**src/rtl/spi_cmd_regfile.sv**
```systemverilog
// spi_cmd_regfile
//   Byte-level command decoder and control register file that sits behind
//   spi_slave. Frames are {rw, addr[6:0]} followed by data bytes; reads
//   return data through a one-cycle TX preload strobe. Also contains the
//   LED blink generator driven by a 1 ms tick.
//
// Optional feature macro: SPI_CMD_AUTOINC_EN
//   defined   : address auto-increments after each data byte (wraps 0x7F->0x00)
//   undefined : address is fixed for the whole frame
//
// Ports
//   i_clk       system clock
//   i_rst_n     asynchronous active-low reset
//   i_cs_n      synchronized chip select (high = frame boundary)
//   i_rx_valid  one-cycle strobe, i_rx_byte holds a new byte
//   i_rx_byte   received byte
//   o_tx_load   one-cycle strobe, spi_slave preloads o_tx_byte
//   o_tx_byte   byte to shift out during the next SPI byte
//   o_led       registered LED drive
//   o_err       sticky error flag (STATUS bit 0)
module spi_cmd_regfile #(
    parameter int unsigned CLK_HZ    = 50_000_000,
    parameter logic [7:0]  ID_VALUE  = 8'hA5,
    parameter logic [15:0] DIV_RESET = 16'd500
) (
    input  logic       i_clk,
    input  logic       i_rst_n,
    input  logic       i_cs_n,
    input  logic       i_rx_valid,
    input  logic [7:0] i_rx_byte,
    output logic       o_tx_load,
    output logic [7:0] o_tx_byte,
    output logic       o_led,
    output logic       o_err
);

    localparam int unsigned PRESC_MAX = CLK_HZ / 1000 - 1;
    localparam int unsigned PW        = (PRESC_MAX > 0) ? $clog2(PRESC_MAX + 1) : 1;

    typedef enum logic {IDLE, DATA} state_t;

    state_t      state_q, state_d;
    logic        rw_q, rw_d;
    logic [6:0]  addr_q, addr_d;
    logic        cs_q;
    logic        cs_rise;
    logic        tx_req;
    logic [6:0]  rd_addr;
    logic [7:0]  rd_data;
    logic        wr_en;
    logic        div_wr;
    logic        err_set, err_clr;

    logic [7:0]  ctrl_q;
    logic [15:0] div_q;
    logic [7:0]  scratch_q;
    logic        err_q;
    logic [3:0]  fc_q;

    logic [PW-1:0] presc_q;
    logic          tick;
    logic [15:0]   ms_q;
    logic [15:0]   div_eff;
    logic [16:0]   ms_inc;
    logic          blink_q;

    assign cs_rise = i_cs_n & ~cs_q;

    // Chip select high overrides everything, including a coincident strobe.
    always_comb begin
        state_d = state_q;
        rw_d    = rw_q;
        addr_d  = addr_q;
        tx_req  = 1'b0;
        rd_addr = addr_q;
        wr_en   = 1'b0;
        if (i_cs_n) begin
            state_d = IDLE;
        end else if (i_rx_valid) begin
            case (state_q)
                IDLE: begin
                    state_d = DATA;
                    rw_d    = i_rx_byte[7];
                    addr_d  = i_rx_byte[6:0];
                    tx_req  = i_rx_byte[7];
                    rd_addr = i_rx_byte[6:0];
                end
                DATA: begin
                    if (rw_q) begin
                        tx_req = 1'b1;
`ifdef SPI_CMD_AUTOINC_EN
                        addr_d  = addr_q + 7'd1;
                        rd_addr = addr_q + 7'd1;
`endif
                    end else begin
                        wr_en = 1'b1;
`ifdef SPI_CMD_AUTOINC_EN
                        addr_d = addr_q + 7'd1;
`endif
                    end
                end
                default: state_d = IDLE;
            endcase
        end
    end

    always_comb begin
        case (rd_addr)
            7'h00:   rd_data = ID_VALUE;
            7'h01:   rd_data = ctrl_q;
            7'h02:   rd_data = div_q[7:0];
            7'h03:   rd_data = div_q[15:8];
            7'h04:   rd_data = {fc_q, 3'b000, err_q};
            7'h05:   rd_data = scratch_q;
            default: rd_data = 8'h00;
        endcase
    end

    // Writes to ID or unmapped space flag an error; STATUS accepts only the clear.
    assign err_set = wr_en & ((addr_q == 7'h00) | (addr_q > 7'h05));
    assign err_clr = wr_en & (addr_q == 7'h04) & i_rx_byte[0];
    assign div_wr  = wr_en & ((addr_q == 7'h02) | (addr_q == 7'h03));

    always_ff @(posedge i_clk or negedge i_rst_n) begin
        if (!i_rst_n) begin
            state_q   <= IDLE;
            rw_q      <= 1'b0;
            addr_q    <= '0;
            cs_q      <= 1'b1;
            o_tx_load <= 1'b0;
            o_tx_byte <= '0;
            ctrl_q    <= 8'h03;
            div_q     <= DIV_RESET;
            scratch_q <= '0;
            err_q     <= 1'b0;
            fc_q      <= '0;
        end else begin
            state_q   <= state_d;
            rw_q      <= rw_d;
            addr_q    <= addr_d;
            cs_q      <= i_cs_n;
            o_tx_load <= tx_req;
            if (tx_req)
                o_tx_byte <= rd_data;
            if (cs_rise && state_q == DATA)
                fc_q <= fc_q + 4'd1;
            if (wr_en) begin
                case (addr_q)
                    7'h01:   ctrl_q        <= i_rx_byte;
                    7'h02:   div_q[7:0]    <= i_rx_byte;
                    7'h03:   div_q[15:8]   <= i_rx_byte;
                    7'h05:   scratch_q     <= i_rx_byte;
                    default: ;
                endcase
            end
            if (err_set)
                err_q <= 1'b1;
            else if (err_clr)
                err_q <= 1'b0;
        end
    end

    assign o_err = err_q;

    assign tick    = (presc_q == PW'(PRESC_MAX));
    assign div_eff = (div_q == 16'd0) ? 16'd1 : div_q;
    assign ms_inc  = {1'b0, ms_q} + 17'd1;

    // Blink toggles every div_eff ticks, so DIV is the half-period in ms.
    always_ff @(posedge i_clk or negedge i_rst_n) begin
        if (!i_rst_n) begin
            presc_q <= '0;
            ms_q    <= '0;
            blink_q <= 1'b0;
            o_led   <= 1'b0;
        end else begin
            presc_q <= tick ? '0 : presc_q + PW'(1);
            if (div_wr) begin
                ms_q <= '0;
            end else if (tick) begin
                if (ms_inc >= {1'b0, div_eff}) begin
                    ms_q    <= '0;
                    blink_q <= ~blink_q;
                end else begin
                    ms_q <= ms_inc[15:0];
                end
            end
            o_led <= ctrl_q[0] & (ctrl_q[1] ? blink_q : ctrl_q[2]);
        end
    end

endmodule
```
**config.mk**
```make
export PLATFORM = sky130hd
export DESIGN_NAME = spi_cmd_regfile
export DESIGN_NICKNAME = d
export VERILOG_FILES = /design/src/rtl/spi_cmd_regfile.sv
export SDC_FILE = /design/constraint.sdc
export NUM_CORES = 1
export LEC_CHECK = 0
export CORE_MARGIN = 3
export CORE_UTILIZATION = 45
export DETAILED_ROUTE_END_ITERATION = 10
export DONT_BUFFER_PORTS = 1
export PLACE_DENSITY_LB_ADDON = 0.2
export SLEW_MARGIN = 20
export SYNTH_ARGS = -nofsm -noshare
export SYNTH_HDL_FRONTEND = slang
export SYNTH_SLANG_ARGS = --single-unit
export TNS_END_PERCENT = 5
```
**constraint.sdc**
```tcl
create_clock -name i_clk -period 6.9 [get_ports i_clk]
set_clock_uncertainty 0.15 [all_clocks]
set_input_delay 0.345 -clock i_clk [delete_from_list [all_inputs] [get_ports i_clk]]
set_output_delay 0.345 -clock i_clk [all_outputs]
set_load 0.03 [all_outputs]
```
## Word level (Yosys, flattened, before mapping)

Index checks and enable logic that the tools add are counted.

| storage, ports and cells | value |
|---|---|
| flip-flop bits (word level) | 90 |
| output and inout bits | 11 |

| cells by class | value |
|---|---|
| eq/ne operators | 11 |
| $lt $le $gt $ge | 2 |
| add/subtract/negate cells | 3 |
| reductions and logical operators | 13 |
| bitwise operators | 13 |
| muxes and demuxes | 22 |

Operators with widths:

| operator | count |
|---|---|
| 16-bit two-way mux | 5 |
| 8-bit case mux with 6 select lines | 1 |
| 7-bit by 2-bit equality test with 1-bit output, second input constant | 4 |
| 7-bit by 3-bit equality test with 1-bit output, second input constant | 4 |
| 7-bit two-way mux | 3 |
| 16-bit by 1-bit adder with 17-bit output, second input constant | 1 |
| 17-bit by 16-bit >= comparator with 1-bit output | 1 |
| 16-bit by 1-bit adder with 16-bit output, second input constant | 1 |
| 16-bit equality test, second input constant | 1 |
| 16-bit logical NOT | 1 |
| 7-bit by 1-bit equality test with 1-bit output, second input constant | 2 |
| 7-bit logical NOT | 2 |
| 1-bit two-way mux | 12 |
| 2-bit AND reduction | 4 |
| 7-bit by 3-bit greater-than comparator with 1-bit output, second input constant | 1 |
| 1-bit AND | 6 |
| 3-bit AND reduction | 2 |
| 2-bit nonzero test | 3 |
| 1-bit inverter | 5 |
| 4-bit by 1-bit adder with 4-bit output, second input constant | 1 |
| 1-bit bitwise OR | 2 |
| 1-bit case mux with 2 select lines | 1 |
| 1-bit logical AND | 1 |

## Depth between registers and ports, before layout

| depth | value |
|---|---|
| depth after elaboration | 8 |
| gate-level depth with buffers | 14 |
| mapped depth without buffers | 12 |

## Least setup slack after synthesis

OpenSTA, ideal clock, no wires.

| timing | value |
|---|---|
| path type | flip-flop to flip-flop |
| start | register ms_q[2] |
| end | register ms_q[12] |
| cell stages (with the launch flop) | 15 |
| required time | 6672 ps |
| data arrival time | 2995 ps |
| slack | 3676 ps |
| path through | dfrtp_1 > clkbuf_1 > nand2_1 > or4_1 > clkbuf_1 > nor2_1 > xor2_1 > ha_1 > nand3_1 > nor4_1 > a211oi_1 > o311ai_2 > clkbuf_1 > nand3b_1 > a21oi_1 |

| on the way | value |
|---|---|
| word-level cells in the longest chain between the ends | 5 |

Ends and longest elaborated chain:

| what | RTL line | RTL |
|---|---|---|
| from (decl) | 62 | `logic [15:0] ms_q;` |
| from (signal assigned) | 185 | `ms_q <= ms_inc[15:0];` |
| 16-bit by 1-bit adder with 17-bit output * | 167 | `assign ms_inc = {1'b0, ms_q} + 17'd1;` |
| 17-bit by 16-bit >= comparator with 1-bit output | 181 | `if (ms_inc >= {1'b0, div_eff}) begin` |
| 16-bit two-way mux * | 181 |  |
| 16-bit two-way mux * | 180 | `end else if (tick) begin` |
| 16-bit two-way mux * | 178 | `if (div_wr) begin` |

Mark *: on every way between the ends. The rest lies on a longest branch, timed or not. The select of a mux whose other input is x is not followed.
A chain may end at the register's enable or synchronous reset.

## Worst setup path after layout

| timing | value |
|---|---|
| start | register ms_q[0] |
| end | register ms_q[0] |

The elaborated chain is that of the path after synthesis.

==> impl_results.md <==
- Status: complete, no violations
- Detailed Routing Iterations Pass 1: 5
- Vias in the first global route: 3,518
- Reg2reg start: ms_q[0]$_DFFE_PN0P_
- Most frequent cell after synthesis: dfrtp_1
- Cell taking the most area after synthesis: dfrtp_1
- Vias: 3,503
- Final Power: approximately 1.6 mW
- Setup Total Neg Slack: 0 ns
- # IOs: 23
- Sequential share of power: between 40% and 50%
- Largest net degree at the start of global routing: 91
- Syn_nets: 498
- R2r setup slk: about 3.2 ns
- CTS buffer count: 9
- Remaining Overflow, GRT: 0
- Net switching power: 0.575 mW
- CTS Buffer Depth: 2
- M2 GR Usage: slightly below 30%
- Post-synth EDFFs: 0
- Synth top area cells: dfrtp_1, mux2_2, nand2_1
- Dpl ws: 3.27 ns
- Hold Vio Cnt, Final: 0
- Synthesis-to-finish area growth: 9.70%
- Gp weighted congestion: 0.807
- Cell Area, Placed: roughly 4900 um^2
- Die Span X: 109 um
- Clock power frac: around 22%
- CP endpoint: ms_q[0]$_DFFE_PN0P_
- Ant. Diodes: 0
- CTS tree: yes
- CTS root buf: clkbuf_8
- Core area: 10000 um^2
- Internal: between 1 and 1.5 mW
- DR DRC count: 0
- Mean Syn Cell Area: 10.1 um^2
- H-Tree Depth: 3
- Commonest cells post-synth: dfrtp_1, nand2_1, mux2_2, a21oi_1, inv_1
- Initial antenna violation count: 0
- FFs w/ async S/R, synth: 100%
- Yosys cell types: 50
- Via-to-Cell Ratio: around 5.7
- Leakage: 2.32 nW
- WL/cell: ~17 um
- First-pass GRT wire length: ~18,000 um
- Clock latency on the worst-skew pair: 0.37 ns
- Syn Std Cell Area: 4730 um^2
- Worst reg2reg endpoint: ms_q[0]$_DFFE_PN0P_
- GRT met3 Usage: 5.37%
- Startpoint Class: flip-flop
- Slew Limit Headroom: 27.7%
- Yosys warns: 0
- Total track usage: 19.7%
- Post-Layout Inst Area: approximately 5200 um^2
- Worst EP arrival: 3.82 ns
- Nets@finish: ~510
- Drt initial violations: about 170
- CP startpoint: ms_q[0]$_DFFE_PN0P_
- CTS sink cnt: 90
- Setup crit end kind: flip-flop
- Yosys top cell area share: 42.8%
- Syn Inst Count: 467
- Max VDD drop: between 150 and 200 uV
- Slew Viols, Final: 0
- Grt met1 use: 28.7%
- Switching part of the total: between 30 and 40%
- Max Clk Rate: about 0.27 GHz
- DP HPWL: 7180 um
- Yosys reg bits: 90
- Share of cells above drive strength 1: approximately 15%
- Busiest grt layer: met2
- Crit path kind: flip-flop to flip-flop
- RSZ-0062 raised after global routing: no
- Port Buffers: 0
- Clk slew on worst S/H paths: around 0.080 ns
- Initial Util: approximately 47%
- CP max FO: 17
- Actual slew at the worst max-slew pin: 1.05 ns
- Core Rows: 36
- Seq/Total Area, Yosys: 47.8%
- Fill count: 941
- Setup ws final: 3.23 ns
- Worst Path Required: 7.05 ns
- Max cap viols: 0
- Total wire length: 10,500 um
- Ys flop type: dfrtp_1
- Comb pwr share: 36.9%
- Tcrit/Tclk final: 53.2%
- Die area: 11,800 um^2
- Die height: 109 um
- Min-delay worst type: primary input to flip-flop
- Routed Antenna Nets: 0
- Min Tclk post-route: 3.67 ns
- R2R cell count: 11
- PwrDens: 304 nW/um^2
- Final Setup Violations: 0
cell families after synthesis:
logic type	Yosys count	synth area share [%]
AO/OA/AOI/OAI	71	9.70
XOR/XNOR	30	5.55
adder cells (fa/ha/maj)	19	5.02
buffers and inverters	40	3.20
flip-flops	90	47.8
multiplexers	43	10.1
AND/OR/NAND/NOR	174	18.6
worst min path at each step:
stage | slack (ns) | start | end | cells past startpoint
after CTS | 0.05 | i_cs_n | fc_q[1]$_DFFE_PN0P_ | 4
final | 0.08 | i_cs_n | fc_q[1]$_DFFE_PN0P_ | 4
after global placement | -0.1 | i_rst_n | ms_q[3]$_DFFE_PN0P_ | 0
after floorplan | -0.10 | i_rst_n | addr_q[0]$_DFF_PN0_ | 0
after detailed placement | -0.1 | i_rst_n | ms_q[2]$_DFFE_PN0P_ | 0
after global routing | 0.10 | i_cs_n | fc_q[0]$_DFFE_PN0P_ | 3
final cells by class:
cell class	instances	area, um^2	share of cell area (%)
Timing Repair Buffer	15	160	3.09
Clock buffer	12	145	2.80
Inverter	25	93.8	1.81
Multi-Input combinational cell	337	2320	44.7
Sequential cell	90	2260	43.6
Clock inverter	3	40.0	0.771
Tap cell	133	166	3.21
registers in the layout, indices dropped and copies added (netlist names):
| signal | cells |
|---|---|
| ctrl_q | 8 |
| o_err | 1 |
| ms_q | 16 |
| rw_q | 1 |
| o_led | 1 |
| scratch_q | 8 |
| o_tx_byte | 8 |
| fc_q | 4 |
| blink_q | 1 |
| addr_q | 7 |
| o_tx_load | 1 |
| state_q | 1 |
| div_q | 16 |
| cs_q | 1 |
| presc_q | 16 |
cells in the final DEF, fill, tap and decap left out, drive strengths merged, types with 4 or more instances in the layout:
master       Yosys  routed
a21o             4       4
a21oi           28      28
a221oi           5       5
buf              2       4
clkbuf          13      12
dfrtp           81      81
dfstp            9       9
dlygate4sd3      0      11
ha              19      19
inv             25      25
mux2            38      38
mux2i            5       5
nand2           66      66
nand3           18      18
nand3b          10      10
nand4            9       9
nor2            22      22
nor3            12      12
nor4             9       9
o21ai           15      15
or3              4       4
xnor2           14      14
xor2            16      16
power by group through the flow:
| stage | Clock (mW) | Sequential, mW | Combinational, mW |
|---|---|---|---|
| 2_1_floorplan | 0 | 0.632 | 0.458 |
| 3_3_place_gp | 0 | 0.650 | 0.541 |
| 3_5_place_dp | 0 | 0.652 | 0.554 |
| 4_1_cts | 0.367 | 0.642 | 0.583 |
| 5_1_grt | 0.388 | 0.651 | 0.663 |
| 6_report | 0.354 | 0.642 | 0.583 |
worst max-delay path, cell delays in order (launching register included):
cell      delay (ns)
dfrtp_1         0.45
ha_1            0.27
nand4_1         0.25
nor4_1          0.41
xor2_1          0.25
ha_1            0.28
a21o_1          0.18
a21o_1          0.17
a211oi_1        0.27
o311ai_2        0.37
or3_1           0.41
a21oi_1         0.14
repair_timing:
| action | in CTS | in global routing |
|---|---|---|
| setup endpoints to repair | 0 | 0 |
| setup buffers | 0 | 0 |
| gates resized for setup | 0 | 0 |
| endpoints found under the hold margin | 130 | 0 |
| hold buffers | 12 | 0 |
through the flow:
stage | hold slack, ns | utilization (%) | instances
after floorplan | -0.101 | - | 467
after global placement | -0.0965 | 48.7 | 588
after detailed placement | -0.0962 | 48.7 | 588
after CTS | 0.0544 | 51.9 | 615
after global routing | 0.101 | 51.9 | 615
final | 0.0771 | 51.9 | 615
layer usage:
| layer | share of wire [%] | up-vias |
|---|---|---|
| met1 | 49 | 1742 |
| li1 | - | 1685 |
| met5 | 0 | - |
| met2 | 45 | 62 |
| met4 | 1.4 | 0 |
| met3 | 4.5 | 14 |
Note: power is estimated with default switching activity, not from simulation.
